==> src/rtl/alu_result_stage_if.sv <==
// ALU-to-stage and stage-to-writeback handshake bundles.
// Producer side is master, consumer side is slave.
interface alu_result_stage_in_if #(
  parameter int WIDTH  = 32,
  parameter int REG_AW = 5
);
  logic              in_valid;
  logic              in_ready;
  logic [WIDTH-1:0]  in_result;
  logic              in_carry;
  logic              in_overflow;
  logic              in_zero;
  logic              in_parity;
  logic [REG_AW-1:0] in_rd;
  logic              in_wr_en;
  logic              in_set_flags;

  modport master (
    output in_valid,
    output in_result,
    output in_carry,
    output in_overflow,
    output in_zero,
    output in_parity,
    output in_rd,
    output in_wr_en,
    output in_set_flags,
    input  in_ready
  );

  modport slave (
    input  in_valid,
    input  in_result,
    input  in_carry,
    input  in_overflow,
    input  in_zero,
    input  in_parity,
    input  in_rd,
    input  in_wr_en,
    input  in_set_flags,
    output in_ready
  );
endinterface

interface alu_result_stage_out_if #(
  parameter int WIDTH  = 32,
  parameter int REG_AW = 5
);
  logic              out_valid;
  logic              out_ready;
  logic [WIDTH-1:0]  out_result;
  logic [REG_AW-1:0] out_rd;
  logic              out_wr_en;

  modport master (
    output out_valid,
    output out_result,
    output out_rd,
    output out_wr_en,
    input  out_ready
  );

  modport slave (
    input  out_valid,
    input  out_result,
    input  out_rd,
    input  out_wr_en,
    output out_ready
  );
endinterface

==> src/rtl/alu_result_stage.sv <==
// ALU result stage: 2-entry skid buffer toward writeback,
// architectural flag register and retire counter.
module alu_result_stage #(
  parameter int WIDTH      = 32,
  parameter int REG_AW     = 5,
  parameter bit ZERO_WIRED = 1'b1
) (
  input  logic                   clk,
  input  logic                   rst_n,
  input  logic                   flush,
  alu_result_stage_in_if.slave   i_ex,
  alu_result_stage_out_if.master o_wb,
  output logic                   flag_c,
  output logic                   flag_v,
  output logic                   flag_z,
  output logic                   flag_p,
  output logic [WIDTH-1:0]       retire_cnt
);

  typedef struct packed {
    logic [WIDTH-1:0]  result;
    logic              c;
    logic              v;
    logic              z;
    logic              p;
    logic [REG_AW-1:0] rd;
    logic              wr_en;
    logic              set_flags;
  } entry_t;

  typedef enum logic [1:0] {
    EMPTY = 2'd0,
    ONE   = 2'd1,
    FULL  = 2'd2
  } state_t;

  state_t           r_state;
  state_t           w_state_nxt;
  entry_t           r_head;
  entry_t           r_tail;
  entry_t           w_head_nxt;
  entry_t           w_tail_nxt;
  entry_t           w_in;
  logic             r_in_ready;
  logic             w_push;
  logic             w_pop;
  logic             w_out_valid;
  logic             w_rd_zero;
  logic             r_flag_c;
  logic             r_flag_v;
  logic             r_flag_z;
  logic             r_flag_p;
  logic [WIDTH-1:0] r_retire_cnt;

  assign w_in = '{
    result:    i_ex.in_result,
    c:         i_ex.in_carry,
    v:         i_ex.in_overflow,
    z:         i_ex.in_zero,
    p:         i_ex.in_parity,
    rd:        i_ex.in_rd,
    wr_en:     i_ex.in_wr_en,
    set_flags: i_ex.in_set_flags
  };

  assign w_push = i_ex.in_valid
                & r_in_ready
                & ~flush;

  assign w_out_valid = (r_state != EMPTY)
                     & ~flush;

  assign w_pop = w_out_valid
               & o_wb.out_ready;

  assign w_rd_zero = (r_head.rd == '0);

  // Next buffer state and entry contents; flush wins over everything.
  always_comb begin
    w_state_nxt = r_state;
    w_head_nxt  = r_head;
    w_tail_nxt  = r_tail;
    if (flush) begin
      w_state_nxt = EMPTY;
      w_head_nxt  = '0;
      w_tail_nxt  = '0;
    end else begin
      unique case (r_state)
        EMPTY: begin
          if (w_push) begin
            w_state_nxt = ONE;
            w_head_nxt  = w_in;
          end
        end
        ONE: begin
          unique case (1'b1)
            (w_push & ~w_pop): begin
              w_state_nxt = FULL;
              w_tail_nxt  = w_in;
            end
            (~w_push & w_pop): begin
              w_state_nxt = EMPTY;
              w_head_nxt  = '0;
            end
            (w_push & w_pop): begin
              w_head_nxt  = w_in;
            end
            default: ;
          endcase
        end
        FULL: begin
          if (w_pop) begin
            w_state_nxt = ONE;
            w_head_nxt  = r_tail;
            w_tail_nxt  = '0;
          end
        end
        default: begin
          w_state_nxt = EMPTY;
          w_head_nxt  = '0;
          w_tail_nxt  = '0;
        end
      endcase
    end
  end

  // Buffer state and entry registers.
  always_ff @(posedge clk or negedge rst_n) begin
    if (!rst_n) begin
      r_state <= EMPTY;
      r_head  <= '0;
      r_tail  <= '0;
    end else begin
      r_state <= w_state_nxt;
      r_head  <= w_head_nxt;
      r_tail  <= w_tail_nxt;
    end
  end

  // Registered ready: low in reset, then high whenever not full.
  always_ff @(posedge clk or negedge rst_n) begin
    if (!rst_n) begin
      r_in_ready <= 1'b0;
    end else begin
      r_in_ready <= (w_state_nxt != FULL);
    end
  end

  // Architectural flags load from the retiring entry when it asks to.
  always_ff @(posedge clk or negedge rst_n) begin
    if (!rst_n) begin
      r_flag_c <= 1'b0;
      r_flag_v <= 1'b0;
      r_flag_z <= 1'b1;
      r_flag_p <= 1'b1;
    end else if (w_pop && r_head.set_flags) begin
      r_flag_c <= r_head.c;
      r_flag_v <= r_head.v;
      r_flag_z <= r_head.z;
      r_flag_p <= r_head.p;
    end
  end

  // Free-running retire count, wraps naturally.
  always_ff @(posedge clk or negedge rst_n) begin
    if (!rst_n) begin
      r_retire_cnt <= '0;
    end else if (w_pop) begin
      r_retire_cnt <= r_retire_cnt + 1'b1;
    end
  end

  assign i_ex.in_ready   = r_in_ready;
  assign o_wb.out_valid  = w_out_valid;
  assign o_wb.out_result = r_head.result;
  assign o_wb.out_rd     = r_head.rd;
  assign o_wb.out_wr_en  = r_head.wr_en
                         & ~(ZERO_WIRED & w_rd_zero);

  assign flag_c     = r_flag_c;
  assign flag_v     = r_flag_v;
  assign flag_z     = r_flag_z;
  assign flag_p     = r_flag_p;
  assign retire_cnt = r_retire_cnt;

endmodule

==> src/flat_wrapper.sv <==
// flat-port wrapper written by rule: the top's interface ports become plain ports
module alu_result_stage_flat 
#(
  parameter int WIDTH      = 32,
  parameter int REG_AW     = 5,
  parameter bit ZERO_WIRED = 1'b1
)
  (clk, rst_n, flush, flag_c, flag_v, flag_z, flag_p, retire_cnt, i_ex_in_valid, i_ex_in_result, i_ex_in_carry, i_ex_in_overflow, i_ex_in_zero, i_ex_in_parity, i_ex_in_rd, i_ex_in_wr_en, i_ex_in_set_flags, i_ex_in_ready, o_wb_out_valid, o_wb_out_result, o_wb_out_rd, o_wb_out_wr_en, o_wb_out_ready);
  alu_result_stage_in_if #(.WIDTH(WIDTH), .REG_AW(REG_AW)) i_ex_i ();
  alu_result_stage_out_if #(.WIDTH(WIDTH), .REG_AW(REG_AW)) o_wb_i ();
  input  logic clk;
  input  logic rst_n;
  input  logic flush;
  output logic flag_c;
  output logic flag_v;
  output logic flag_z;
  output logic flag_p;
  output logic [WIDTH-1:0] retire_cnt;
  input wire logic [$bits(i_ex_i.in_valid)-1:0] i_ex_in_valid;
  input wire logic [$bits(i_ex_i.in_result)-1:0] i_ex_in_result;
  input wire logic [$bits(i_ex_i.in_carry)-1:0] i_ex_in_carry;
  input wire logic [$bits(i_ex_i.in_overflow)-1:0] i_ex_in_overflow;
  input wire logic [$bits(i_ex_i.in_zero)-1:0] i_ex_in_zero;
  input wire logic [$bits(i_ex_i.in_parity)-1:0] i_ex_in_parity;
  input wire logic [$bits(i_ex_i.in_rd)-1:0] i_ex_in_rd;
  input wire logic [$bits(i_ex_i.in_wr_en)-1:0] i_ex_in_wr_en;
  input wire logic [$bits(i_ex_i.in_set_flags)-1:0] i_ex_in_set_flags;
  output wire logic [$bits(i_ex_i.in_ready)-1:0] i_ex_in_ready;
  output wire logic [$bits(o_wb_i.out_valid)-1:0] o_wb_out_valid;
  output wire logic [$bits(o_wb_i.out_result)-1:0] o_wb_out_result;
  output wire logic [$bits(o_wb_i.out_rd)-1:0] o_wb_out_rd;
  output wire logic [$bits(o_wb_i.out_wr_en)-1:0] o_wb_out_wr_en;
  input wire logic [$bits(o_wb_i.out_ready)-1:0] o_wb_out_ready;
  assign i_ex_i.in_valid = i_ex_in_valid;
  assign i_ex_i.in_result = i_ex_in_result;
  assign i_ex_i.in_carry = i_ex_in_carry;
  assign i_ex_i.in_overflow = i_ex_in_overflow;
  assign i_ex_i.in_zero = i_ex_in_zero;
  assign i_ex_i.in_parity = i_ex_in_parity;
  assign i_ex_i.in_rd = i_ex_in_rd;
  assign i_ex_i.in_wr_en = i_ex_in_wr_en;
  assign i_ex_i.in_set_flags = i_ex_in_set_flags;
  assign i_ex_in_ready = i_ex_i.in_ready;
  assign o_wb_out_valid = o_wb_i.out_valid;
  assign o_wb_out_result = o_wb_i.out_result;
  assign o_wb_out_rd = o_wb_i.out_rd;
  assign o_wb_out_wr_en = o_wb_i.out_wr_en;
  assign o_wb_i.out_ready = o_wb_out_ready;
  alu_result_stage #(.WIDTH(WIDTH), .REG_AW(REG_AW), .ZERO_WIRED(ZERO_WIRED)) u_core (.clk(clk), .rst_n(rst_n), .flush(flush), .i_ex(i_ex_i), .o_wb(o_wb_i), .flag_c(flag_c), .flag_v(flag_v), .flag_z(flag_z), .flag_p(flag_p), .retire_cnt(retire_cnt));
endmodule
==> config.mk <==
export PLATFORM = sky130hd
export DESIGN_NAME = alu_result_stage_flat
export DESIGN_NICKNAME = d
export VERILOG_FILES = /design/src/rtl/alu_result_stage_if.sv /design/src/rtl/alu_result_stage.sv /design/src/flat_wrapper.sv
export SDC_FILE = /design/constraint.sdc
export NUM_CORES = 1
export LEC_CHECK = 0
export CAP_MARGIN = 20
export CELL_PAD_IN_SITES_DETAIL_PLACEMENT = 1
export CELL_PAD_IN_SITES_GLOBAL_PLACEMENT = 1
export CORE_ASPECT_RATIO = 0.5
export CORE_UTILIZATION = 36
export CTS_CLUSTER_DIAMETER = 60
export DETAILED_ROUTE_END_ITERATION = 7
export GPL_TIMING_DRIVEN = 0
export PLACE_DENSITY_LB_ADDON = 0.12
export SLEW_MARGIN = 20
export SYNTH_ARGS = -nofsm -noshare
export SYNTH_HDL_FRONTEND = slang
export SYNTH_SLANG_ARGS = --single-unit
==> constraint.sdc <==
create_clock -name clk -period 2.21 [get_ports clk]
set_clock_uncertainty 0.05 [all_clocks]
set_input_delay 0.5525 -clock clk [delete_from_list [all_inputs] [get_ports clk]]
set_output_delay 0.5525 -clock clk [all_outputs]
set_load 0.03 [all_outputs]
* Word level (Yosys, flattened, before mapping) *
Cells that the tools add are included.

operators by class
  equal/unequal tests = 8
  div/mod/pow operators = 0
  order comparisons = 0
  add/sub/neg operators = 1
  shift operators = 0
  muxes and demuxes = 14
  $mul = 0
  reduce and logical (&&, ||, !) cells = 6
  bitwise operators = 12

operators by type and width
  cell                                                                      count
  43-bit 2-to-1 mux                                                         6
  43-bit one-hot mux with 3 select lines                                    2
  43-bit one-hot mux with 2 select lines                                    1
  32-bit by 1-bit adder with 32-bit output (second input constant)          1
  3-bit by 2-bit inequality test with 1-bit output (second input constant)  3
  1-bit AND                                                                 8
  2-bit 2-to-1 mux                                                          3
  2-bit one-hot mux with 3 select lines                                     1
  3-bit AND reduction                                                       2
  5-bit logical NOT                                                         1
  2-bit inequality test (second input constant)                             2
  4-bit by 2-bit inequality test with 1-bit output (second input constant)  1
  1-bit inverter                                                            4
  2-bit one-hot mux with 2 select lines                                     1
  2-bit by 1-bit equality test with 1-bit output (second input constant)    1
  2-bit equality test (second input constant)                               1
  2-bit logical NOT                                                         1
  2-bit nonzero test                                                        1
  1-bit logical AND                                                         1

storage, ports and cells
  output and inout port bits = 76
  bits in registers = 125
  memory bits (read-only) = 0
  memory bits (writable) = 0
  logic and storage cells = 64
  memories kept = 0
  input port bits = 48
  bits in latches = 0

* Longest topological paths before layout *
Gate-level depths: netlist of the first run.

  depth in word-level cells = 9
  gate-level depth with buffers = 10
  gate-level depth less buffers = 8

* Worst setup path before layout of the first run *
No wires, ideal clock.

  path kind = in2reg
  from = in flush
  to = reg u_core.r_head (netlist bit u_core.o_wb.out_rd[3])
  setup time = 78 ps
  buffers on the path = 2
  required time = 2082 ps
  arrival = 2397 ps
  stages = 10
  slack = -316 ps
  cell sequence = clkbuf_1 -> o21ba_2 -> nand2_1 -> inv_1 -> ha_1 -> inv_1 -> a21oi_1 -> clkbuf_1 -> a22oi_1 -> o2bb2ai_1

between the ends
  longest elaborated chain between the ends = 7
  elaborated cells between the ends (all ways) = 14
  those cells by class = 3 x eq/ne; 3 x mux; 7 x bitwise; 1 x reduce/logical

ends and longest elaborated chain
  what                                    line                                              source
  from (decl)                             flat_wrapper.sv:13                                input logic flush;
  1-bit inverter *                        alu_result_stage.sv:71                            & ~flush;
  1-bit AND *                             alu_result_stage.sv:71
  net o_wb_out_valid                      flat_wrapper.sv:29                                output wire logic [$bits(o_wb_i.out_valid)-1:0] o_wb_out_valid;
  1-bit AND *                             alu_result_stage.sv:74                            & o_wb.out_ready;
  net u_core.w_pop                        alu_result_stage.sv:46                            logic w_pop;
  1-bit AND, on equally long branches     alu_result_stage.sv:105, alu_result_stage.sv:101
  43-bit one-hot mux with 2 select lines  alu_result_stage.sv:96                            unique case (1'b1)
  43-bit one-hot mux with 3 select lines  alu_result_stage.sv:88                            unique case (r_state)
  43-bit 2-to-1 mux                       alu_result_stage.sv:83                            if (flush) begin
  to (signal assigned)                    alu_result_stage.sv:135                           r_head <= w_head_nxt;
  to (decl)                               alu_result_stage.sv:39                            entry_t r_head;

The timed path passes the listed nets; every way through them passes the cells marked *.
A chain may end at the register's enable or synchronous reset.

* Worst setup path in the final report of the first run *
  from = reg u_core.r_head (netlist bit u_core.o_wb.out_rd[0])
  to = out o_wb_out_wr_en

between the ends
  longest elaborated chain between the ends = 3

ends and longest elaborated chain
  what               line                     source
  5-bit logical NOT  alu_result_stage.sv:76   assign w_rd_zero = (r_head.rd == '0);
  1-bit inverter     alu_result_stage.sv:178  & ~(ZERO_WIRED & w_rd_zero);
  1-bit AND          alu_result_stage.sv:178
  to (decl)          flat_wrapper.sv:32       output wire logic [$bits(o_wb_i.out_wr_en)-1:0] o_wb_out_wr_en;

No other way between the ends.

==> impl_results.md, run 1 <==
- R2R Setup Slk: 0.14 ns
- Initial core utilization: around 37%
- Clock Pin Slew Worst Setup and Hold Paths: 0.06 ns
- Timing startpoint of the critical path: u_core.o_wb.out_rd[0]$_DFFE_PN0P_
- Pin count of the biggest net entering global routing: 78
- Number of synthesized flops with an enable pin: 0
- Met3 layer wire length in the routed design: 556 µm
- Worst R2R End: u_core.r_tail[21]$_DFFE_PN0P_
- Clock latency reported for the late side of the worst-skew pair: 0.41 ns
- Fraction of post-synthesis cell area in the top cell type by area: between 50% and 60%
- Total congestion overflow after global routing: 0
- Instance count of the mapped netlist: 559
- Mean number of vias per cell: 5.11
- Power density of the placed cells: 797 nW/µm²
- Clock Tree Buf Depth: 2
- Number of cells traversed by the worst register-to-register path: 9
- Floorplan die height: 91.9 µm
- Routed met2 length: 7310 µm
- Cell types occupying the most area after synthesis: sky130_fd_sc_hd__dfrtp_1, sky130_fd_sc_hd__nand2_1, sky130_fd_sc_hd__o2bb2ai_1
- Run status: finished, violations left
- Crit path capture: o_wb_out_wr_en
- Worst-margin pin slew: 0.637 ns
- I/O pin cnt: between 100 and 150
- Post-route clock period utilization: 102%
- Die span in x: 182 µm
- TritonCTS clock tree: yes
- Final core occ: 51.9%
- Crit. End Element: output port
- First-pass GRT wire length: 25900 µm
- Antenna violations before repair: 0
- Hold Vio Cnt, Final: 0
- Clock sink count: around 130
- Maximum Capacitance Violations: 0
- Fraction of layout cells with a size suffix above 1: between 10% and 20%
- Combined area of all synthesized cells: between 5000 and 6000 µm²
- Post-route design area: 8080 µm²
- Most frequent cell after synthesis: sky130_fd_sc_hd__dfrtp_1
- Post-synth net total: 610
- Final Routed Wirelength: 15800 µm
- Floorplan row count: 32
- Area after detailed placement: 7380 µm²
- Post-route DRC violation count: 0
- Slew headroom: 57.4%
- Commonest register cell after synthesis: sky130_fd_sc_hd__dfrtp_1
- Total die area: between 15000 and 20000 µm²
- Minimum clock period: approximately 2.3 ns
- Count of port buffers added during placement: ~120
- Diode insertion count for antenna repair: 0
- Vias: 4720
- Number of library cell types mapped by synthesis: 38
- Setup TNS: -0.0459 ns
- Final Non-Filler Cells: 923
- Highest metal layer with signal wires: met4
- Number of detailed-route iterations in the first pass: 4
- Fmax achieved: 443 MHz
- Post-synthesis area per instance: between 10 and 15 µm²
- Synthesized flop and latch total: 125
- Final count of negative-setup-slack endpoints: 1
- Instance count after placement with tap cells included: a little under 900
- Final critical-path setup slack: -0.0459 ns
- Floorplan core area: 15600 µm²
- CTS Root Buffer Type: sky130_fd_sc_hd__clkbuf_16
- Yosys warns: 0
- Worst EP required: 1.61 ns
- Hold WC Path Type: input port to flop
- Fraction of the yosys area taken by sequential cells: 53.8%
- Post-synth ARST share: 100%
- Most used standard cells in the synthesized netlist: sky130_fd_sc_hd__dfrtp_1, sky130_fd_sc_hd__nand2_1, sky130_fd_sc_hd__nand3_1
- Type of the worst setup path: flop to output port
- Startpoint of the most critical register-to-register path: u_core.r_state[1]$_DFF_PN0_
- H-tree depth reported by CTS: 4
- Static power due to leakage: 3.97 nW
- Sort of element at the start of the critical path: flop
- Final-report max-slew violation count: 0
- Area grow syn2layout: 39.0%
- Setup repair after global routing missed its margin: yes
- Maximum fanout count along the critical path: 3
- Drt wl/cell: around 17 µm
- Num CTS Buffers: 17
- Final nets: roughly 760
- Gpl congestion: 0.813
- Via count of the first global-routing pass: 4875
- Global Route Usage Sum: 20.0%
- Sum of net half-perimeters after detailed placement: 10800 µm
- Wire length on met1: 7750 µm
- Peak supply drop: 0.505 mV
- Violated checks: setup timing
- Data arrival time of the worst path: 1.65 ns
- Top cell type by total area after synthesis: sky130_fd_sc_hd__dfrtp_1
- Post-route antenna net violation count: 0
- Number of design-rule violations left by the first detailed-router iteration: 185
final cells by class:
cell class / instances / area [µm²]
Sequential cell: 125 / 3130
Clock inverter: 14 / 179
Tap cell: 204 / 255
Fill cell: 1688 / 7490
Inverter: 10 / 37.5
Timing Repair Buffer: 130 / 1320
Buffer: 76 / 490
Clock buffer: 18 / 429
Multi-Input combinational cell: 346 / 2240
worst max-delay path, stage by stage, from the launching register on:
cell and delay (ns):
sky130_fd_sc_hd__dfrtp_1 0.39, sky130_fd_sc_hd__or4_1 0.52, sky130_fd_sc_hd__o21a_1 0.19, sky130_fd_sc_hd__buf_6 0.14
how the worst min path moves through the flow:
stage,startpoint,endpoint,depth (start not counted),slack (ns)
global route,flush,u_core.r_state[0]$_DFF_PN0_,2,0.40
floorplan,rst_n,u_core.flag_c$_DFFE_PN0P_,0,0.21
global placement,u_core.r_tail[12]$_DFFE_PN0P_,u_core.r_tail[12]$_DFFE_PN0P_,2,0.40
detailed placement,u_core.r_tail[3]$_DFFE_PN0P_,u_core.r_tail[3]$_DFFE_PN0P_,2,0.41
finish,flush,u_core.r_state[0]$_DFF_PN0_,2,0.39
CTS,u_core.r_tail[12]$_DFFE_PN0P_,u_core.r_tail[12]$_DFFE_PN0P_,2,0.42
what timing repair did:
action / in CTS / in global routing
buffers inserted: 1 / 5
pin swaps: 1 / 1
setup endpoints to repair: 92 / 90
resized for setup: 23 / 21
hold buffers: 1 / 0
endpoints found under the hold margin: 1 / 0
placed cells by master, fill, tap and decap left out, types with 11 or more instances in the layout:
master                            netlist  layout
sky130_fd_sc_hd__a22oi_1               43      43
sky130_fd_sc_hd__clkbuf_1              38      18
sky130_fd_sc_hd__o2bb2ai_1             43      43
sky130_fd_sc_hd__clkbuf_16              0      17
sky130_fd_sc_hd__nand3_1               52      52
sky130_fd_sc_hd__buf_4                 37      45
sky130_fd_sc_hd__clkbuf_2               0      11
sky130_fd_sc_hd__xor2_1                23      23
sky130_fd_sc_hd__clkdlybuf4s50_1        0     104
sky130_fd_sc_hd__dfrtp_1              123     121
sky130_fd_sc_hd__nand2_1              104     104
kinds of logic after synthesis:
| group | count (synthesis) | synth area share [%] |
|---|---|---|
| simple gates | 210 | 18.4 |
| mux | 4 | 0.774 |
| fa+ha+maj | 3 | 0.646 |
| compound gates | 98 | 13.5 |
| xor+xnor | 31 | 4.67 |
| buf+inv | 88 | 8.24 |
| flops | 125 | 53.8 |
state kept, by name (all words and copies together), names as in the netlist:
name,count
u_core.r_tail,43
u_core.o_wb.out_result,32
u_core.retire_cnt,32
u_core.r_head,6
u_core.o_wb.out_rd,5
u_core.r_state,2
u_core.flag_c,1
u_core.flag_p,1
u_core.flag_v,1
u_core.flag_z,1
u_core.i_ex.in_ready,1
where the power goes:
| part | leakage [nW] | switching (mW) | internal [mW] |
|---|---|---|---|
| logic | 2.00 | 0.554 | 0.445 |
| clock network | 0.289 | 1.12 | 1.80 |
| registers | 1.67 | 0.104 | 2.43 |
layer usage:
metal  GRT usage, %  vias to the layer above
li1               -                     2238
met1           27.6                     2369
met2           31.8                      101
met3           4.09                       12
met4           5.86                        0
met5              0                        -
per-stage QoR:
stage          hold slack (ns)  setup slack [ns]  power, mW
2_1_floorplan            0.207           0.00155       3.10
3_3_place_gp             0.400             -4.79       3.54
3_5_place_dp             0.407            -0.759       3.56
4_1_cts                  0.421           -0.0645       6.52
5_1_grt                  0.403           -0.0825       6.71
6_report                 0.387           -0.0459       6.44
No activity file was read; power rests on OpenSTA's default activity.
==> run 2: changes to the inputs <==
- CORE_MARGIN: default -> 4
- GPL_TIMING_DRIVEN: 0 -> default
==> impl_results.md, run 2 (synthesis results as in run 1) <==
- Run status: finished, violations left
- Violated checks: setup timing
- Largest reg by FF count: u_core.r_tail
- First-pass GRT wire length: roughly 28000 µm
- Type of the worst setup path: flop to output port
- Total die area: roughly 18000 µm²
- Clock Pin Slew Worst Setup and Hold Paths: 0.07 ns
- Final critical-path setup slack: -0.0432 ns
- Clock latency reported for the late side of the worst-skew pair: 0.42 ns
- Final nets: between 700 and 800
- Worst EP required: between 1.5 and 2 ns
- Hold Vio Cnt, Final: 0
- Diode insertion count for antenna repair: 0
- Final Routed Wirelength: 16400 µm
- Antenna violations before repair: 0
- Minimum clock period: 2.25 ns
- Fraction of layout cells with a size suffix above 1: 14.3%
- Commonest cells after routing, fill and taps aside: sky130_fd_sc_hd__dfrtp_1, sky130_fd_sc_hd__clkdlybuf4s50_1, sky130_fd_sc_hd__nand2_1, sky130_fd_sc_hd__nand3_1
- Maximum fanout count along the critical path: 2
- Maximum Capacitance Violations: 0
- Pin count of the biggest net entering global routing: 41
- Filler Cell Count: 1656
- Max FFs per register: 43
- Final count of negative-setup-slack endpoints: 1
- Drt wl/cell: about 19 µm
- Critical Path Slowest Stage Cell: sky130_fd_sc_hd__or4_4
- Worst-margin pin slew: 0.477 ns
- Area grow syn2layout: 37.3%
- Initial core utilization: 37.2%
- Floorplan die height: 97.9 µm
- H-tree depth reported by CTS: 4
- Clock Tree Buf Depth: 2
- Sort of element at the start of the critical path: flop
- Number of design-rule violations left by the first detailed-router iteration: 264
- Peak supply drop: 0.579 mV
- Number of detailed-route iterations in the first pass: 6
- Global Route Usage Sum: 18.5%
- Static power due to leakage: 3.86 nW
- Gpl congestion: 0.775
- Area occupied by multi-input gates: approximately 2300 µm²
- Via count of the first global-routing pass: 4924
- Fmax achieved: between 400 and 500 MHz
- Area after detailed placement: around 7400 µm²
- Setup repair after global routing missed its margin: yes
- Worst path cell trace: or4_4 -> o21a_1 -> buf_6
- Number of cells traversed by the worst register-to-register path: 4
- Most frequent standard cell in the layout excluding fill and tap cells: sky130_fd_sc_hd__dfrtp_1
- Post-route antenna net violation count: 0
- Sum of net half-perimeters after detailed placement: around 11000 µm
- Crit. End Element: output port
- Total congestion overflow after global routing: 0
- I/O pin cnt: 124
- Num CTS Buffers: 17
- Critical path's largest stage delay: 0.53 ns
- Post-route DRC violation count: 0
- CTS Root Buffer Type: sky130_fd_sc_hd__clkbuf_16
- R2R Setup Slk: 0.19 ns
- Data arrival time of the worst path: approximately 1.7 ns
- Hold WC Path Type: input port to async pin
- Register area: 3130 µm²
- Post-route clock period utilization: 102%
- Slew headroom: about two thirds
- Count of port buffers added during placement: approximately 120
- Vias: 4599
- Power density of the placed cells: between 700 and 800 nW/µm²
- Clock sink count: 125
- Post-route design area: 7980 µm²
- Die span in x: approximately 190 µm
- Floorplan core area: 15600 µm²
- Overall power after layout: 6.37 mW
- Floorplan row count: 32
- Final-report max-slew violation count: 0
- TritonCTS clock tree: yes
- Mean number of vias per cell: around 5.3
-- run 2: changes by cell type in the layout (fill, tap and decap cells not counted), sizes merged, moves of 3 or more --
cell,delta
clkbuf,-32
clkdlybuf4s50,+3
dlygate4sd2,-4
inv,-4
buf,-13
-- run 2: worst paths after layout --
| path | from | endpoint |
|---|---|---|
| worst max-delay path | u_core.o_wb.out_rd[4]$_DFFE_PN0P_ | o_wb_out_wr_en |
| worst min-delay path | rst_n | u_core.retire_cnt[31]$_DFFE_PN0P_ |
| worst max register to register | u_core.retire_cnt[9]$_DFFE_PN0P_ | u_core.retire_cnt[28]$_DFFE_PN0P_ |
| worst min register to register | u_core.r_tail[0]$_DFFE_PN0P_ | u_core.r_tail[0]$_DFFE_PN0P_ |
| max in group asynchronous | rst_n | u_core.flag_z$_DFFE_PN1P_ |
| min in group clk | u_core.r_tail[0]$_DFFE_PN0P_ | u_core.r_tail[0]$_DFFE_PN0P_ |
-- run 2: cell type report --
class	instances	area share, %
clock buffer	20	5.85
tap	204	3.20
timing repair buffer	158	21.2
multi-input combinational	346	28.4
sequential	125	39.2
clock inverter	11	1.68
inverter	10	0.470
-- run 2: metal layers --
layer	part of all wire, %	wire (µm)	track usage (%)
met1	48	7790	26.3
met4	0.59	97	4.57
met3	4.5	736	4.61
met5	0	0	0
met2	47	7740	28.8
-- run 2: report_power, final --
part	internal (mW)	total [mW]	switching, mW
clock	1.76	2.85	1.09
sequential	2.43	2.53	0.0997
combinational	0.434	0.993	0.559
-- run 2: repair_timing --
action / CTS / global route
cloned: 0 / 0
pin swaps: 0 / 2
endpoints found under the hold margin: 0 / 0
endpoints found under the setup margin: 5 / 10
buffers inserted: 0 / 0
gates resized for setup: 12 / 9
hold buffers: 0 / 0
-- run 2: critical path, delay by kind of cell, from the launching register on --
kind / cells / cell delay, ns
buffers and inverters: 1 / 0.13
DFF: 1 / 0.37
AOI/OAI and AO/OA: 1 / 0.21
and+or+nand+nor: 1 / 0.53
-- run 2: through the flow --
step                      hold WS (ns)  util [%]  TNS, ns  cells  worst slack, ns
after CTS                       0.0250      51.0  -0.0610    874          -0.0610
final                           0.0188      51.1  -0.0432    874          -0.0432
after floorplan                  0.207         -        0    559          0.00155
after detailed placement         0.407      47.1   -19.12    843           -0.281
after global placement           0.399      47.1   -12.57    843           -0.179
after global routing            0.0387      51.1  -0.0851    874          -0.0851
==> run 3: changes to the inputs <==
- clock period: 2.21 -> 1.9 ns (I/O delays scaled with it)
==> impl_results.md, run 3 (synthesis results as in run 1) <==
- Run status: finished, violations left
- Violated checks: setup timing
- Part of the total power dissipated in the clock network: 44.5%
- Final count of negative-setup-slack endpoints: 2
- I/O pin cnt: between 100 and 150
- Final nets: roughly 740
- Drt wl/cell: 20.1 µm
- Final core occ: between 50% and 60%
- Setup repair after global routing missed its margin: yes
- Number of detailed-route iterations in the first pass: 4
- Final critical-path setup slack: -0.288 ns
- Data arrival time of the worst path: 1.66 ns
- Mean number of vias per cell: ~5.3
- Antenna violations before repair: 0
- Power density of the placed cells: around 900 nW/µm²
- Number of design-rule violations left by the first detailed-router iteration: 209
- Static power due to leakage: approximately 4.2 nW
- Worst-margin pin slew: 0.511 ns
- Diode insertion count for antenna repair: 0
- Sort of element at the start of the critical path: flop
- Commonest cells after routing, fill and taps aside: sky130_fd_sc_hd__dfrtp_1, sky130_fd_sc_hd__nand2_1, sky130_fd_sc_hd__dlygate4sd2_1, sky130_fd_sc_hd__nand3_1, sky130_fd_sc_hd__clkdlybuf4s50_1
- Sw Pwr: 2.20 mW
- Floorplan row count: 32
- Total congestion overflow after global routing: 0
- Crit. End Element: output port
- Most frequent standard cell in the layout excluding fill and tap cells: sky130_fd_sc_hd__dfrtp_1
- Filler Cell Count: 1671
- Final Non-Filler Cells: 901
- Fraction of layout cells with a size suffix above 1: ~25%
- Hold WC Path Type: flop to flop
- Peak supply drop: 0.673 mV
- Instance count after placement with tap cells included: 855
- Worst EP required: approximately 1.4 ns
- Max FFs per register: 43
- H-tree depth reported by CTS: 4
- Largest reg by FF count: u_core.r_tail
- Clock sink count: ~130
- Global Route Usage Sum: 19.1%
- Final-report max-slew violation count: 0
- Initial core utilization: 37.2%
- Post-route DRC violation count: 0
- Floorplan core area: ~16000 µm²
- Area grow syn2layout: 43.1%
- Internal Pwr Total: 5.29 mW
- Clock latency reported for the late side of the worst-skew pair: 0.41 ns
- Worst slack at placement: -0.619 ns
- Hold Vio Cnt, Final: 0
- Type of the worst setup path: flop to output port
- Sum of net half-perimeters after detailed placement: 11100 µm
- Floorplan die height: around 98 µm
- Slew headroom: 65.8%
- Die span in x: approximately 190 µm
- CTS Root Buffer Type: sky130_fd_sc_hd__clkbuf_16
- Clock Pin Slew Worst Setup and Hold Paths: ~0.06 ns
- Pin count of the biggest net entering global routing: 45
- Post-route clock period utilization: 115%
- TritonCTS clock tree: yes
- Post-route antenna net violation count: 0
- Maximum Capacitance Violations: 0
- Part of the power in combinational logic: between 15 and 20%
- Via count of the first global-routing pass: 5078
- Gpl congestion: between 0.7 and 0.8
- Sw frac: 29.3%
- Final Routed Wirelength: around 18000 µm
- Minimum clock period: 2.19 ns
- Num CTS Buffers: 17
- Vias: 4794
- Total die area: 18400 µm²
- Clock Tree Buf Depth: 2
- First-pass GRT wire length: between 20000 and 30000 µm
- Flop pwr share: 39.3%
- Count of port buffers added during placement: ~120
- Fmax achieved: 457 MHz
- Maximum fanout count along the critical path: 2
[run 3: repair_timing]
action | CTS | global route
endpoints found under the hold margin | 32 | 0
hold buffers | 1 | 0
cloned | 2 | 4
resized for setup | 97 | 42
pin swaps | 2 | 4
setup endpoints to repair | 119 | 95
buffers inserted | 2 | 5
[run 3: area by class of cell]
cell class                      instances  area [µm²]  share of cell area (%)
Timing Repair Buffer                  181        1770                    21.3
Clock inverter                         15         174                    2.09
Multi-Input combinational cell        349        2510                    30.2
Clock buffer                           17         425                    5.11
Tap cell                              204         255                    3.07
Sequential cell                       125        3140                    37.7
Inverter                               10        40.0                   0.481
[run 3: worst max-delay path, cell delays in order (launching register included)]
cell,delay (ns)
sky130_fd_sc_hd__dfrtp_1,0.38
sky130_fd_sc_hd__or4_4,0.54
sky130_fd_sc_hd__o21a_1,0.19
sky130_fd_sc_hd__buf_6,0.14
[run 3: metal layers]
metal	up-vias	track usage (%)	wire (µm)
met5	-	0	0
met4	0	3.89	144
met3	11	5.36	925
met2	121	30.2	8520
met1	2464	26.5	8480
li1	2198	-	-
[run 3: worst paths after layout]
kind                                                          end                               from  slack [ns]  cells past startpoint
worst min register to register  u_core.retire_cnt[31]$_DFFE_PN0P_  u_core.retire_cnt[31]$_DFFE_PN0P_        0.42                      1
worst max register to register       u_core.r_head[9]$_DFFE_PN0P_        u_core.r_state[1]$_DFF_PN0_           0                     11
max in group asynchronous             u_core.r_state[0]$_DFF_PN0_                              rst_n        0.67                      3
min in group asynchronous       u_core.retire_cnt[31]$_DFFE_PN0P_                              rst_n        0.49                      2
worst min-delay path            u_core.retire_cnt[31]$_DFFE_PN0P_  u_core.retire_cnt[31]$_DFFE_PN0P_        0.42                      1
worst max-delay path                               o_wb_out_wr_en  u_core.o_wb.out_rd[0]$_DFFE_PN0P_       -0.29                      3
[run 3: metrics by stage]
step | TNS, ns | hold WS [ns] | instance area, µm² | total power, mW
3_5_place_dp | -49.16 | 0.347 | 7430 | 4.13
4_1_cts | -0.403 | 0.420 | 8030 | 7.47
2_1_floorplan | -2.76 | 0.129 | 5990 | 3.63
6_report | -0.324 | 0.418 | 8320 | 7.49
3_3_place_gp | -45.70 | 0.350 | 7430 | 4.11
5_1_grt | -0.822 | 0.445 | 8320 | 7.82
[run 3: power by group through the flow]
stage	combinational (mW)	sequential [mW]	clock (mW)
6_report	1.21	2.95	3.34
5_1_grt	1.29	2.97	3.56
4_1_cts	1.11	2.94	3.41
3_5_place_dp	1.14	2.99	0
3_3_place_gp	1.13	2.99	0
2_1_floorplan	0.599	3.03	0
